### config.mk
export PLATFORM = sky130hd
export DESIGN_NAME = bus_drive_monitor
export DESIGN_NICKNAME = d
export VERILOG_FILES = /design/src/rtl/bus_drive_monitor.sv
export SDC_FILE = /design/constraint.sdc
export NUM_CORES = 1
export LEC_CHECK = 0
export BUFFER_PORTS_ARGS = -buffer_cell sky130_fd_sc_hd__buf_2
export CAP_MARGIN = 5
export CORE_MARGIN = 2
export CORE_UTILIZATION = 30
export DETAILED_ROUTE_END_ITERATION = 12
export PLACE_DENSITY = 0.66
export SETUP_SLACK_MARGIN = 0.2
export SLEW_MARGIN = 20
export SYNTH_ARGS = -nofsm -noshare
export SYNTH_HDL_FRONTEND = slang
export SYNTH_SLANG_ARGS = --single-unit
### constraint.sdc
create_clock -name clk_i -period 5.23 [get_ports clk_i]
set_input_delay 1.3075 -clock clk_i [delete_from_list [all_inputs] [get_ports clk_i]]
set_output_delay 1.3075 -clock clk_i [all_outputs]
set_load 0.02 [all_outputs]
### src/rtl/bus_drive_monitor.sv
// Bus drive monitor: flags split enables, unpermitted drives and multi-agent contention, with a sticky fault capture.
// Optional macro BUS_DRIVE_MONITOR_COUNT_EN builds the saturating offending-cycle counter.
module bus_drive_monitor #(
  parameter int AGENTS  = 2,
  parameter int WIDTH   = 16,
  parameter int GRACE   = 0,
  parameter int COUNT_W = 8
) (
  input  logic                      clk_i,
  input  logic                      reset_i,
  input  logic [AGENTS*WIDTH-1:0]   oe_i,
  input  logic [AGENTS-1:0]         permit_i,
  input  logic                      clear_i,
  output logic                      fault_o,
  output logic [2:0]                fault_kind_o,
  output logic [AGENTS-1:0]         fault_agents_o,
  output logic                      contention_o,
  output logic [COUNT_W-1:0]        fault_count_o
);

  typedef enum logic [1:0] {ST_OK, ST_GRACE, ST_FAULT} state_t;

  state_t              state_q, state_d, base_state;
  logic [3:0]          gcnt_q, gcnt_d, base_gcnt;
  logic [2:0]          kind_q, kind_d;
  logic [AGENTS-1:0]   agents_q, agents_d;
  logic                contention_q;
  logic [AGENTS-1:0]   drv, split, viol, implicated;
  logic                any_split, any_viol, contention, enter_fault;

  // Per-agent decode: driving at all, and driving only part of its slice
  always_comb begin
    drv   = '0;
    split = '0;
    for (int a = 0; a < AGENTS; a++) begin
      drv[a]   = |oe_i[a*WIDTH +: WIDTH];
      split[a] = drv[a] & ~(&oe_i[a*WIDTH +: WIDTH]);
    end
  end

  assign viol       = drv & ~permit_i;
  assign implicated = split | viol;
  assign any_split  = |split;
  assign any_viol   = |viol;
  assign contention = (drv & (drv - 1'b1)) != '0;

  // A clear restarts evaluation from OK so same-cycle offences re-enter FAULT with a fresh capture
  always_comb begin
    base_state  = clear_i ? ST_OK : state_q;
    base_gcnt   = clear_i ? 4'd0 : gcnt_q;
    state_d     = base_state;
    gcnt_d      = base_gcnt;
    kind_d      = clear_i ? 3'b000 : kind_q;
    agents_d    = clear_i ? '0 : agents_q;
    enter_fault = 1'b0;
    case (base_state)
      ST_OK: begin
        if (any_split || any_viol) begin
          enter_fault = 1'b1;
        end else if (contention) begin
          if (GRACE == 0) begin
            enter_fault = 1'b1;
          end else begin
            state_d = ST_GRACE;
            gcnt_d  = 4'd1;
          end
        end
      end
      ST_GRACE: begin
        if (any_split || any_viol) begin
          enter_fault = 1'b1;
        end else if (contention) begin
          if (base_gcnt == 4'(GRACE)) enter_fault = 1'b1;
          else                        gcnt_d = base_gcnt + 4'd1;
        end else begin
          state_d = ST_OK;
          gcnt_d  = 4'd0;
        end
      end
      ST_FAULT: ;
      default: begin
        state_d = ST_OK;
        gcnt_d  = 4'd0;
      end
    endcase
    if (enter_fault) begin
      state_d  = ST_FAULT;
      gcnt_d   = 4'd0;
      kind_d   = {any_viol, contention, any_split};
      agents_d = (implicated != '0) ? implicated : drv;
    end
  end

  always_ff @(posedge clk_i or posedge reset_i) begin
    if (reset_i) begin
      state_q      <= ST_OK;
      gcnt_q       <= 4'd0;
      kind_q       <= 3'b000;
      agents_q     <= '0;
      contention_q <= 1'b0;
    end else begin
      state_q      <= state_d;
      gcnt_q       <= gcnt_d;
      kind_q       <= kind_d;
      agents_q     <= agents_d;
      contention_q <= contention;
    end
  end

  assign fault_o        = (state_q == ST_FAULT);
  assign fault_kind_o   = kind_q;
  assign fault_agents_o = agents_q;
  assign contention_o   = contention_q;

`ifdef BUS_DRIVE_MONITOR_COUNT_EN
  logic               offending;
  logic [COUNT_W-1:0] count_q;

  assign offending = any_split | any_viol | contention;

  // Saturating count; a clear in an offending cycle leaves that cycle counted
  always_ff @(posedge clk_i or posedge reset_i) begin
    if (reset_i) begin
      count_q <= '0;
    end else if (clear_i) begin
      count_q <= offending ? COUNT_W'(1) : '0;
    end else if (offending && (count_q != '1)) begin
      count_q <= count_q + COUNT_W'(1);
    end
  end

  assign fault_count_o = count_q;
`else
  assign fault_count_o = '0;
`endif

endmodule

* Yosys cells after proc, flatten, opt, wreduce, memory -nomap -nowiden *
Index checks and enable logic that the tools add are counted.

storage, ports and cells
  flip-flop bits (word level) = 12
  output and inout bits = 15
  word-level logic and storage cells = 53

cells by class
  $add $sub $neg = 2
  equal/unequal tests = 3
  muxes and demuxes = 22
  bitwise operators = 8
  reductions and logical operators = 13

operator list
  kind                                                                number
  16-bit AND reduction                                                2
  16-bit OR reduction                                                 2
  4-bit 2-to-1 mux                                                    5
  2-bit 2-to-1 mux                                                    7
  4-bit one-hot mux with 2 select lines                               1
  3-bit 2-to-1 mux                                                    2
  2-bit nonzero test                                                  3
  2-bit OR reduction                                                  3
  1-bit 2-to-1 mux                                                    5
  4-bit by 1-bit adder with 4-bit output, second input constant       1
  2-bit AND                                                           2
  2-bit == test, second input constant                                2
  4-bit zero test                                                     1
  2-bit one-hot mux with 2 select lines                               1
  1-bit AND                                                           2
  2-bit by 1-bit == test with 1-bit output, second input constant     1
  2-bit zero test                                                     1
  1-bit NOT                                                           2
  2-bit NOT                                                           1
  2-bit bitwise OR                                                    1
  1-bit one-hot mux with 2 select lines                               1
  2-bit by 1-bit subtractor with 2-bit output, second input constant  1
  1-bit logical OR                                                    1

* Longest topological paths before layout *
Gate-level depths: netlist of run 1.

  depth after elaboration = 8
  depth in mapped cells = 9

* Worst setup path before layout of run 1 *
Ideal clock, no wire load.

  kind = input to register
  start = input clear_i
  end = register agents_q[1] (netlist: fault_agents_o[1])
  setup time = 0.125 ns
  data arrival time = 2.995 ns
  data required time = 5.105 ns
  slack = 2.110 ns
  stages = 9
  cell sequence = clkbuf_1 -> nor2b_1 -> inv_1 -> ha_1 -> a2111oi_0 -> o211ai_1 -> a22oi_2 -> buf_6 -> mux2_4

on the way
  word-level cells in the longest chain between the ends = 7

RTL lines
  element                                                 RTL line  RTL
  from (decl)                                             13        input logic clear_i,
  4-bit 2-to-1 mux                                        50        base_gcnt = clear_i ? 4'd0 : gcnt_q;
  4-bit zero test                                         73        if (base_gcnt == 4'(GRACE)) enter_fault = 1'b1;
  1-bit 2-to-1 mux                                        73
  1-bit 2-to-1 mux                                        72        end else if (contention) begin
  1-bit 2-to-1 mux                                        70        if (any_split || any_viol) begin
  1-bit one-hot mux with 2 select lines                   56        case (base_state)
  2-bit 2-to-1 mux or 2-bit nonzero test (tied branches)  --
  to (signal assigned)                                    105       agents_q <= agents_d;
  to (decl)                                               26        logic [AGENTS-1:0] agents_q, agents_d;

Several ways; a longest one is shown, not always the timed one.
A chain may end at the register's enable or synchronous reset.

* Final worst setup path of run 1 *
  start = input clear_i
  end = register kind_q[0] (netlist: fault_kind_o[0])

on the way
  word-level cells in the longest chain between the ends = 7

RTL lines
  element                                                 RTL line  RTL
  4-bit 2-to-1 mux                                        50
  4-bit zero test                                         73
  1-bit 2-to-1 mux                                        73
  1-bit 2-to-1 mux                                        72
  1-bit 2-to-1 mux                                        70
  1-bit one-hot mux with 2 select lines                   56
  3-bit 2-to-1 mux or 2-bit nonzero test (tied branches)  --
  to (signal assigned)                                    104       kind_q <= kind_d;
  to (decl)                                               25        logic [2:0] kind_q, kind_d;

Several ways; a longest one is shown, not always the timed one.

==> PnR_summary.wiki, run 1 <==
{| class="wikitable"
! Metric !! Value
|-
| Number of buffers inserted by post-CTS setup repair || 0
|-
| Yosys warns || 0
|-
| Internal power contribution || 0.000156 W
|-
| Non-Filler Cell Area, Final || roughly 1300 um2
|-
| Area of the core region || ~3300 um2
|-
| Share of final-layout standard cells stronger than drive strength 1 || between 30% and 40%
|-
| Hold Crit Depth || 2
|-
| Vias per inst || 5.19
|-
| Die Outline Area || 3870 um2
|-
| Total number of vias || 1022
|-
| Cell at the root of the clock tree || sky130_fd_sc_hd__clkbuf_4
|-
| Placed cells || 193
|-
| Post-Synthesis Cells || 109
|-
| Ys flop type || sky130_fd_sc_hd__dfrtp_1
|-
| Data arrival time of the critical path || 3.44 ns
|-
| Final setup vio count || 0
|-
| Transition time at the pin with the least slew margin || between 0.6 and 0.7 ns
|-
| Overall track demand over capacity in global routing || 12.4%
|-
| Via count of the first global-routing pass || 903
|-
| Setup repair after global routing missed its margin || no
|-
| Starting utilization of the core area || 30.9%
|-
| Final Worst Setup Slack || 1.97 ns
|-
| Inserted Clock Buffers || 3
|-
| Static leakage || 0.535 nW
|-
| Maximum clock frequency || 307 MHz
|-
| Combinational power share || 20.5%
|-
| Depth of the CTS H-tree || 1
|-
| Synthesized-area fraction occupied by xor and xnor cells || 0.862%
|-
| Outcome || finished clean
|-
| I/O pin cnt || 52
|-
| Number of I/O port buffers || 43
|-
| Share of cell area taken by muxes after synthesis || 5.05%
|-
| Cell-by-cell trace of the critical path || buf_2 -> nor2b_1 -> inv_1 -> ha_1 -> a2111oi_0 -> o211ai_1 -> a22oi_2 -> mux2_2
|-
| Power per cell area || 173 nW/um2
|-
| Simple-gate share of the synthesized area || 30.3%
|-
| Share of the core filled with cells in the final layout || 38.5%
|-
| Crit share post-route || around 62%
|-
| Dominant combinational cell family by area after synthesis || simple AND/OR/NAND/NOR gates
|-
| Final net count || 191
|-
| Accumulated negative setup slack || 0 ns
|-
| Die X-Extent || 62.2 um
|-
| Count of antenna diodes in the layout || 0
|-
| Violation count after the first detailed-route iteration || 52
|-
| Post-detailed-placement cell area || about 1200 um2
|-
| Gpl congestion || approximately 0.86
|-
| Number of sinks driven by the clock tree || 12
|-
| Maximum number of pins on one net before global-route repair || 15
|-
| Largest voltage drop on the vdd net || 57.4 uV
|-
| Sequential share of the synthesized area || 29.6%
|-
| Cell Rows || 21
|-
| Slowest stage cell, crit path || sky130_fd_sc_hd__a22oi_2
|-
| Max-capacitance violation count || 0
|-
| Overall die height || 62.2 um
|-
| Critical path class || in -> reg
|-
| Number of detailed-route iterations in the first pass || 4
|-
| Per-cell routed wire length || 12.4 um
|-
| Classification of the worst-slack hold path || reg -> reg
|-
| CTS Hold Buffers Added || 0
|-
| Top fanout value on the critical path || 14
|-
| First-pass GRT wire length || 4.00 mm
|-
| Switching power share of the total || between 20% and 30%
|-
| Final Max Slew Viols || 0
|-
| Fill cell instance count of the final layout || 354
|-
| Relative contribution of the clock network to total power || 35.3%
|-
| Maximum number of buffers from clock root to sink || 2
|-
| Worst slack at placement || ~1.7 ns
|-
| Final Routed Wirelength || roughly 2.4 mm
|-
| Hpwl dp || 1.93 mm
|-
| Switching power || ~0.000062 W
|-
| Resized cells post-CTS || 0
|-
| Kind of start point of the critical path || input pin
|-
| Data required time of the worst path || between 5 and 6 ns
|-
| Hold Vio Cnt, Final || 0
|-
| Adder and majority gate portion of the synthesized area || 2.46%
|-
| Per-instance average area after synthesis || 9.32 um2
|-
| Total congestion overflow after global routing || 0
|-
| Clock skew after layout || 0.0115 ns
|-
| Yosys cell types || 43
|-
| Growth of design area from synthesis to finish || 24.4%
|-
| Non-filler cells in the finished layout || slightly below 200
|-
| TritonCTS clock tree || yes
|-
| Worst-case reg-to-reg path depth || 7
|-
| Compound-gate portion of the synthesized area || 20.2%
|-
| Post-CTS clock slew at the launch and capture registers of the worst setup and hold paths || 0.09 ns
|-
| Later-pin clock latency in the skew report || about 0.29 ns
|-
| Number of flip-flops and latches in the synthesized netlist || 12
|-
| Max-slew headroom || 59.0%
|-
| Area of the mapped netlist || about 1000 um2
|-
| Number of flops mapped to enable cells by yosys || 0
|-
| Sequential group share of total power || 44.3%
|-
| Number of nets with antenna violations after routing || 0
|-
| Endpoint type of the worst setup path || flop
|-
| Number of remaining DRC errors || 0
|-
| Minimum clock period after layout || 3.26 ns
|-
| Maximum cell stage delay along the critical path || 0.50 ns
|-
| Fraction of registers with async set or reset after synthesis || 100%
|-
| Initial antenna violation count || 0
|}
-- registers in the layout, summed over array words and instances, names as in the netlist --
signal and flops:
gcnt_q 4, fault_kind_o 3, fault_agents_o 2, state_q 2, contention_o 1
-- final timing paths --
kind                                  from               to  slack, ns
min                        fault_kind_o[1]  fault_kind_o[1]       0.54
max                                clear_i  fault_kind_o[0]       1.97
min in group asynchronous          reset_i       state_q[0]       1.01
max in group asynchronous          reset_i        gcnt_q[0]       3.89
max reg2reg                      gcnt_q[1]  fault_kind_o[0]       2.83
min reg2reg                fault_kind_o[1]  fault_kind_o[1]       0.54
-- cell families (layout without fill, tap and decap cells) --
| kind of cell | count (synthesis) | count (layout) |
|---|---|---|
| xor gates and xnor gates | 1 | 1 |
| adders and majority gates | 2 | 2 |
| DFF | 12 | 12 |
| and+or+nand+nor | 45 | 45 |
| AOI/OAI and AO/OA | 25 | 25 |
| other | 1 | 8 |
| buffers and inverters | 19 | 54 |
| muxes | 4 | 4 |
-- final cells by class --
type,instances,area (um2),area share (%)
multi-input combinational,85,628,49.7
sequential,12,300,23.8
timing repair buffer,43,215,17.0
tap,46,57.6,4.55
clock buffer,4,36.3,2.87
inverter,7,26.3,2.08
-- power groups by stage --
stage	clock network (W)	registers, W	logic [W]
final	0.0000772	0.0000968	0.0000448
after global routing	0.0000818	0.0000971	0.0000489
after detailed placement	0	0.0000988	0.0000446
after CTS	0.0000794	0.0000969	0.0000448
after global placement	0	0.0000987	0.0000438
after floorplan	0	0.000101	0.0000250
-- layout by cell type (no fill, tap or decap), types with 2 or more instances in the layout --
cell type                  Yosys  layout
sky130_fd_sc_hd__nor2b_1       7       7
sky130_fd_sc_hd__buf_2         1      43
sky130_fd_sc_hd__o21ai_0       3       3
sky130_fd_sc_hd__ha_1          2       2
sky130_fd_sc_hd__dfrtp_1      12      12
sky130_fd_sc_hd__conb_1        1       8
sky130_fd_sc_hd__nand2_1       4       4
sky130_fd_sc_hd__nor4_4        2       2
sky130_fd_sc_hd__o22ai_1       2       2
sky130_fd_sc_hd__o32a_1        2       2
sky130_fd_sc_hd__inv_1         7       7
sky130_fd_sc_hd__nand2b_1      5       5
sky130_fd_sc_hd__a21boi_2      2       2
sky130_fd_sc_hd__nor4_1        8       8
sky130_fd_sc_hd__o211ai_1      3       3
sky130_fd_sc_hd__nor2_1        3       3
sky130_fd_sc_hd__clkbuf_4      0       3
sky130_fd_sc_hd__mux2_4        2       2
sky130_fd_sc_hd__nand4_1       9       9
sky130_fd_sc_hd__nand3_1       2       2
-- Yosys cell counts, drive strengths merged, types with 3 or more instances --
master	number	area (um2)
o211ai	3	22.5
nor2	3	11.3
buf	11	83.8
nor2b	7	43.8
o21ai	3	15.0
nor4	10	92.6
mux2	3	41.3
nand2b	5	31.3
nand2	4	15.0
dfrtp	12	300
inv	7	26.3
nand4	10	68.8
-- metrics by stage --
stage	total power (W)	hold WS, ns
floorplan	0.000126	0.523
global placement	0.000142	0.539
detailed placement	0.000143	0.531
CTS	0.000221	0.546
global route	0.000228	0.570
finish	0.000219	0.541
-- critical path, delay by kind of cell --
| family | cells | cell delay (ns) |
|---|---|---|
| multiplexers | 1 | 0.40 |
| AO/OA/AOI/OAI | 3 | 1.01 |
| adder cells (fa/ha/maj) | 1 | 0.22 |
| buffers and inverters | 2 | 0.28 |
| AND/OR/NAND/NOR | 1 | 0.22 |
-- metal layers --
| layer | GRT usage (%) | part of all wire (%) | vias to the layer above |
|---|---|---|---|
| met5 | 0 | 0 | - |
| met4 | 3.33 | 0.65 | 0 |
| met3 | 4.71 | 7.7 | 5 |
| met2 | 20.1 | 47 | 36 |
| met1 | 15.6 | 44 | 491 |
| li1 | - | - | 490 |
No activity file was read; power rests on OpenSTA's default activity.
==> run 2, diff against run 1 <==
==> constraint.sdc (replaced) <==
create_clock -name clk_i -period 3.3 [get_ports clk_i]
set_input_delay 0.825 -clock clk_i [delete_from_list [all_inputs] [get_ports clk_i]]
set_output_delay 0.825 -clock clk_i [all_outputs]
set_load 0.02 [all_outputs]
==> PnR_summary.wiki, run 2 (synthesis results as in run 1) <==
{| class="wikitable"
! Metric !! Value
|-
| Outcome || finished clean (unchanged)
|-
| Data required time of the worst path || 3.46 ns (was 5.41 ns)
|-
| Post-CTS clock slew at the launch and capture registers of the worst setup and hold paths || 0.08 ns (was 0.09 ns)
|-
| Endpoint type of the worst setup path || flop (unchanged)
|-
| Largest register by flop count || gcnt_q (unchanged)
|-
| Per-cell routed wire length || 12.4 um (about the same)
|-
| Minimum clock period after layout || 2.75 ns
|-
| Leading cell types in the layout, fill and taps excluded || sky130_fd_sc_hd__buf_2 (43), sky130_fd_sc_hd__dfrtp_1 (12), sky130_fd_sc_hd__nand4_1 (9) (unchanged)
|-
| Top fanout value on the critical path || 14 (unchanged)
|-
| Number of nets with antenna violations after routing || 0 (unchanged)
|-
| Total number of vias || 1023 (was 1022)
|-
| Max-slew headroom || 61.9% (was 59.0%)
|-
| TritonCTS clock tree || yes (unchanged)
|-
| Fill cell instance count of the final layout || 354 (unchanged)
|-
| Classification of the worst-slack hold path || in -> async (was reg -> reg)
|-
| Starting utilization of the core area || 30.9% (unchanged)
|-
| Final setup vio count || 0 (unchanged)
|-
| Maximum clock frequency || 364 MHz
|-
| Worst slack at placement || 0.270 ns (was 1.67 ns)
|-
| Critical path class || in -> reg (unchanged)
|-
| Via count of the first global-routing pass || 954 (was 903)
|-
| Area of the core region || 3280 um2 (unchanged)
|-
| Violation count after the first detailed-route iteration || 27 (was 52)
|-
| Power per cell area || 269 nW/um2 (was 173 nW/um2)
|-
| Number of I/O port buffers || 43 (unchanged)
|-
| Transition time at the pin with the least slew margin || 0.571 ns (was 0.616 ns)
|-
| I/O pin cnt || 52 (unchanged)
|-
| CTS Hold Buffers Added || 0 (unchanged)
|-
| Overall track demand over capacity in global routing || 12.3% (was 12.4%)
|-
| Later-pin clock latency in the skew report || 0.28 ns (was 0.29 ns)
|-
| Sequential cell area || 300 um2 (unchanged)
|-
| Number of sinks driven by the clock tree || 12 (unchanged)
|-
| Static leakage || 0.540 nW (was 0.535 nW)
|-
| Setup repair after global routing missed its margin || no (unchanged)
|-
| Count of antenna diodes in the layout || 0 (unchanged)
|-
| Maximum number of buffers from clock root to sink || 2 (unchanged)
|-
| Final Max Slew Viols || 0 (unchanged)
|-
| Peak-usage layer in the global routing report || met2 (unchanged)
|-
| Min Hold Slack || 0.531 ns (was 0.541 ns)
|-
| Worst setup startpoint || clear_i (unchanged)
|-
| Maximum number of pins on one net before global-route repair || 15 (unchanged)
|-
| Met2 layer usage reported by global route || 21.2% (was 20.1%)
|-
| Met1 demand-to-capacity share in global routing || 14.8% (was 15.6%)
|-
| Share of the core filled with cells in the final layout || 38.7% (was 38.5%)
|-
| Cell at the root of the clock tree || sky130_fd_sc_hd__clkbuf_4 (unchanged)
|-
| Largest voltage drop on the vdd net || 142 uV (was 57.4 uV)
|-
| Commonest non-fill, non-tap cell in the layout || sky130_fd_sc_hd__buf_2 (unchanged)
|-
| Clock skew after layout || 0.0103 ns (was 0.0115 ns)
|-
| Combined area of the multi-input logic cells || 628 um2 (unchanged)
|-
| Overall die height || 62.2 um (unchanged)
|-
| Die X-Extent || 62.2 um (unchanged)
|-
| Data arrival time of the critical path || 2.90 ns (was 3.44 ns)
|-
| Hpwl dp || 2.06 mm (was 1.93 mm)
|-
| Final net count || 192 (was 191)
|-
| Total design power || 0.000341 W (was 0.000219 W)
|-
| Number of buffers inserted by post-CTS setup repair || 0 (unchanged)
|-
| Share of final-layout standard cells stronger than drive strength 1 || 40.1% (was 39.7%)
|-
| Resized cells post-CTS || 0 (unchanged)
|-
| Cell Rows || 21 (unchanged)
|-
| Depth of the CTS H-tree || 1 (unchanged)
|-
| Kind of start point of the critical path || input pin (unchanged)
|-
| Number of remaining DRC errors || 0 (unchanged)
|-
| Vias per inst || 5.17 (was 5.19)
|-
| Crit share post-route || between 80% and 90%
|-
| Growth of design area from synthesis to finish || 25.1% (was 24.4%)
|-
| Global routing met3 resource utilization || 5.07% (was 4.71%)
|-
| Gpl congestion || 0.862 (was 0.863)
|-
| Initial antenna violation count || 0 (unchanged)
|-
| First-pass GRT wire length || 3.93 mm (was 4.00 mm)
|-
| Final Routed Wirelength || 2.46 mm (was 2.45 mm)
|-
| Max-capacitance violation count || 0 (unchanged)
|-
| Hold Vio Cnt, Final || 0 (unchanged)
|-
| Die Outline Area || 3870 um2 (unchanged)
|-
| Flip-flop count of the largest register after layout || 4 (unchanged)
|-
| Launch instance of the worst register-to-register path || gcnt_q[1] (unchanged)
|-
| Number of detailed-route iterations in the first pass || 4 (unchanged)
|-
| Final Worst Setup Slack || 0.553 ns (was 1.97 ns)
|-
| Accumulated negative setup slack || 0 ns (unchanged)
|-
| Total congestion overflow after global routing || 0 (unchanged)
|-
| Inserted Clock Buffers || 3 (unchanged)
|}
run 2: changes by cell type in the layout (fill, tap and decap cells not counted), sizes merged:
cell  previous run  this run
buf             43        44
run 2: area by class of cell:
cell class                      count  share of cell area (%)
Multi-Input combinational cell     85                    49.4
Sequential cell                    12                    23.6
Timing Repair Buffer               44                    17.5
Tap cell                           46                    4.53
Clock buffer                        4                    2.85
Inverter                            7                    2.07
run 2: final timing paths:
| path | endpoint | cells after the start | slack, ns |
|---|---|---|---|
| max | fault_agents_o[1] | 9 | 0.55 |
| min reg2reg | fault_agents_o[0] | 2 | 0.54 |
| max in group asynchronous | gcnt_q[2] | 2 | 2.45 |
| max reg2reg | fault_agents_o[1] | 8 | 0.93 |
| min | contention_o | 2 | 0.53 |
| min in group clk_i | fault_agents_o[0] | 2 | 0.54 |
run 2: power breakdown:
part,switching (W),internal [W],total [W]
registers,0.00000258,0.000151,0.000154
clock network,0.0000489,0.0000672,0.000116
logic,0.0000413,0.0000305,0.0000717
run 2: worst max-delay path: stages:
cell and delay, ns:
sky130_fd_sc_hd__buf_2 0.18, sky130_fd_sc_hd__nor2b_1 0.23, sky130_fd_sc_hd__inv_1 0.09, sky130_fd_sc_hd__ha_1 0.22, sky130_fd_sc_hd__a2111oi_0 0.43, sky130_fd_sc_hd__o211ai_1 0.15, sky130_fd_sc_hd__a22oi_2 0.27, sky130_fd_sc_hd__buf_4 0.22
sky130_fd_sc_hd__mux2_4 0.30
run 2: stage by stage:
stage | instance area, um2 | instances
after detailed placement | 1230 | 194
final | 1270 | 198
after global placement | 1230 | 194
after CTS | 1270 | 198
after global routing | 1270 | 198
after floorplan | 1040 | 116
run 2: metal layers:
metal  wire (um)  up-vias
met1        1010      496
met2        1250       38
li1            -      489
met4           0        0
met5           0        -
met3         193        0
==> run 3, diff against run 2 <==
--- a/config.mk
+++ b/config.mk
@@ -10,7 +10,7 @@
 export CORE_MARGIN = 2
 export CORE_UTILIZATION = 30
 export DETAILED_ROUTE_END_ITERATION = 12
-export PLACE_DENSITY = 0.66
+export PLACE_DENSITY = 0.68
 export SETUP_SLACK_MARGIN = 0.2
 export SLEW_MARGIN = 20
 export SYNTH_ARGS = -nofsm -noshare
==> constraint.sdc (replaced) <==
create_clock -name clk_i -period 2.5 [get_ports clk_i]
set_input_delay 0.625 -clock clk_i [delete_from_list [all_inputs] [get_ports clk_i]]
set_output_delay 0.625 -clock clk_i [all_outputs]
set_load 0.02 [all_outputs]
==> PnR_summary.wiki, run 3 (synthesis results as in run 1) <==
{| class="wikitable"
! Metric !! Value
|-
| Cell Rows || 21 (unchanged)
|-
| Commonest non-fill, non-tap cell in the layout || sky130_fd_sc_hd__buf_2 (unchanged)
|-
| Total number of vias || 1058 (was 1023)
|-
| Growth of design area from synthesis to finish || 31.2% (was 25.1%)
|-
| CTS Hold Buffers Added || 0 (unchanged)
|-
| Maximum clock frequency || 469 MHz
|-
| Area of the core region || 3280 um2 (unchanged)
|-
| Placed cells || 199 (was 194)
|-
| Number of sinks driven by the clock tree || 12 (unchanged)
|-
| RR Endpoint || fault_kind_o[1] (was fault_agents_o[1])
|-
| Hpwl dp || 2.15 mm (was 2.06 mm)
|-
| Final net count || 197 (was 192)
|-
| Later-pin clock latency in the skew report || 0.28 ns (about the same)
|-
| Met2 Wirelength || 1.31 mm (was 1.25 mm)
|-
| Classification of the worst-slack hold path || in -> async (unchanged)
|-
| Clock skew after layout || 0.00605 ns (was 0.0103 ns)
|-
| Gpl congestion || 0.831 (was 0.862)
|-
| Switching power share of the total || 28.8% (was 27.2%)
|-
| Crit share post-route || 85.2%
|-
| Post-CTS clock slew at the launch and capture registers of the worst setup and hold paths || 0.09 ns (was 0.08 ns)
|-
| Overall track demand over capacity in global routing || 13.5% (was 12.3%)
|-
| Kind of start point of the critical path || input pin (unchanged)
|-
| Number of nets with antenna violations after routing || 0 (unchanged)
|-
| Max-capacitance violation count || 0 (unchanged)
|-
| Post-detailed-placement cell area || 1300 um2 (was 1230 um2)
|-
| Maximum number of buffers from clock root to sink || 2 (unchanged)
|-
| Per-cell routed wire length || 13.0 um (was 12.4 um)
|-
| Inserted Clock Buffers || 3 (unchanged)
|-
| Uppermost layer routed || met4 (was met3)
|-
| Reg2Reg Setup Slack || 0.47 ns (was 0.93 ns)
|-
| Final Routed Wirelength || 2.64 mm (was 2.46 mm)
|-
| Data arrival time of the critical path || 2.33 ns (was 2.90 ns)
|-
| Largest register by flop count || gcnt_q (unchanged)
|-
| Combinational power share || 21.4% (was 21.0%)
|-
| Minimum clock period after layout || 2.13 ns
|-
| Share of the core filled with cells in the final layout || 40.6% (was 38.7%)
|-
| Hold Vio Cnt, Final || 0 (unchanged)
|-
| Critical path class || in -> reg (unchanged)
|-
| Number of I/O port buffers || 43 (unchanged)
|-
| Starting utilization of the core area || 30.9% (unchanged)
|-
| Met3 wire length || 181 um (was 193 um)
|-
| Maximum number of pins on one net before global-route repair || 13 (was 15)
|-
| Outcome || finished clean (unchanged)
|-
| Largest voltage drop on the vdd net || 117 uV (was 142 uV)
|-
| TritonCTS clock tree || yes (unchanged)
|-
| Number of remaining DRC errors || 0 (unchanged)
|-
| Top fanout value on the critical path || 8 (was 14)
|-
| Data required time of the worst path || 2.70 ns (was 3.46 ns)
|-
| Accumulated negative setup slack || 0 ns (unchanged)
|-
| Cell at the root of the clock tree || sky130_fd_sc_hd__clkbuf_4 (unchanged)
|-
| Total congestion overflow after global routing || 0 (unchanged)
|-
| Vias per inst || 5.21 (was 5.17)
|-
| Worst-case reg-to-reg path depth || 8 (unchanged)
|-
| Non-filler cells in the finished layout || 203 (was 198)
|-
| Resized cells post-CTS || 0 (unchanged)
|-
| Internal power contribution || 0.000331 W (was 0.000249 W)
|-
| Violation count after the first detailed-route iteration || 25 (was 27)
|-
| Final Max Slew Viols || 0 (unchanged)
|-
| Launch instance of the worst register-to-register path || gcnt_q[1] (unchanged)
|-
| Depth of the CTS H-tree || 1 (unchanged)
|-
| Initial antenna violation count || 0 (unchanged)
|-
| Via count of the first global-routing pass || 1012 (was 954)
|-
| Switching power || 0.000134 W (was 0.0000927 W)
|-
| Final setup vio count || 0 (unchanged)
|-
| Flip-flop count of the largest register after layout || 4 (unchanged)
|-
| Setup repair after global routing missed its margin || no (unchanged)
|-
| Leading cell types in the layout, fill and taps excluded || sky130_fd_sc_hd__buf_2 (43), sky130_fd_sc_hd__dfrtp_1 (12), sky130_fd_sc_hd__nand4_1 (9) (unchanged)
|-
| Overall die height || 62.2 um (unchanged)
|-
| Die Outline Area || 3870 um2 (unchanged)
|-
| Static leakage || 0.569 nW (was 0.540 nW)
|-
| Non-Filler Cell Area, Final || 1330 um2 (was 1270 um2)
|-
| Share of final-layout standard cells stronger than drive strength 1 || 44.6% (was 40.1%)
|-
| First-pass GRT wire length || 4.28 mm (was 3.93 mm)
|-
| Power per cell area || 349 nW/um2 (was 269 nW/um2)
|-
| Endpoint type of the worst setup path || flop (unchanged)
|-
| Number of detailed-route iterations in the first pass || 4 (unchanged)
|-
| Routed length on met1 || 1.12 mm (was 1.01 mm)
|-
| Relative contribution of the clock network to total power || 35.0% (was 34.0%)
|-
| I/O pin cnt || 52 (unchanged)
|-
| Count of antenna diodes in the layout || 0 (unchanged)
|-
| Sequential group share of total power || 43.6% (was 45.0%)
|-
| Min Hold Slack || 0.346 ns (was 0.531 ns)
|-
| Die X-Extent || 62.2 um (unchanged)
|-
| Number of buffers inserted by post-CTS setup repair || 0 (unchanged)
|}
-- run 3: stage by stage --
step / power [W] / worst slack [ns]
floorplan: 0.000267 / 0.207
global placement: 0.000303 / 0.137
detailed placement: 0.000306 / 0.0807
finish: 0.000464 / 0.369
global route: 0.000489 / 0.255
CTS: 0.000468 / 0.359
-- run 3: worst max-delay path, stage by stage --
cell and delay [ns]:
sky130_fd_sc_hd__buf_2 0.14, sky130_fd_sc_hd__nor2b_4 0.13, sky130_fd_sc_hd__inv_1 0.07, sky130_fd_sc_hd__ha_2 0.19, sky130_fd_sc_hd__a2111oi_2 0.31, sky130_fd_sc_hd__o211ai_1 0.16, sky130_fd_sc_hd__a22oi_2 0.29, sky130_fd_sc_hd__buf_4 0.22
sky130_fd_sc_hd__mux2i_1 0.19
-- run 3: worst max-delay path by stage --
| stage | slack, ns | to | start | depth (start not counted) |
|---|---|---|---|---|
| 2_1_floorplan | 0.21 | fault_agents_o[1] | clear_i | 9 |
| 5_1_grt | 0.26 | fault_kind_o[1] | clear_i | 9 |
| 4_1_cts | 0.36 | fault_kind_o[1] | clear_i | 9 |
| 3_3_place_gp | 0.14 | fault_kind_o[0] | clear_i | 8 |
| 6_report | 0.37 | fault_kind_o[1] | clear_i | 9 |
| 3_5_place_dp | 0.08 | fault_kind_o[0] | clear_i | 8 |
-- run 3: power by group through the flow --
stage          clock network, W  logic [W]  registers [W]
2_1_floorplan                 0  0.0000548       0.000212
3_3_place_gp                  0  0.0000966       0.000206
3_5_place_dp                  0  0.0000996       0.000207
4_1_cts                0.000165  0.0000999       0.000203
5_1_grt                0.000178   0.000108       0.000203
6_report               0.000163  0.0000992       0.000203
-- run 3: routing by layer --
metal	up-vias	track usage, %
met4	0	3.06
met2	46	23.9
met1	508	16.2
li1	501	-
met5	-	0
met3	3	3.99
-- run 3: cell type report --
class,instances,area [um2]
inverters,7,26.3
flip-flops and latches,12,300
fillers,353,1950
well taps,46,57.6
repair buffers,49,260
clock buffers,4,36.3
multi-input cells,85,652
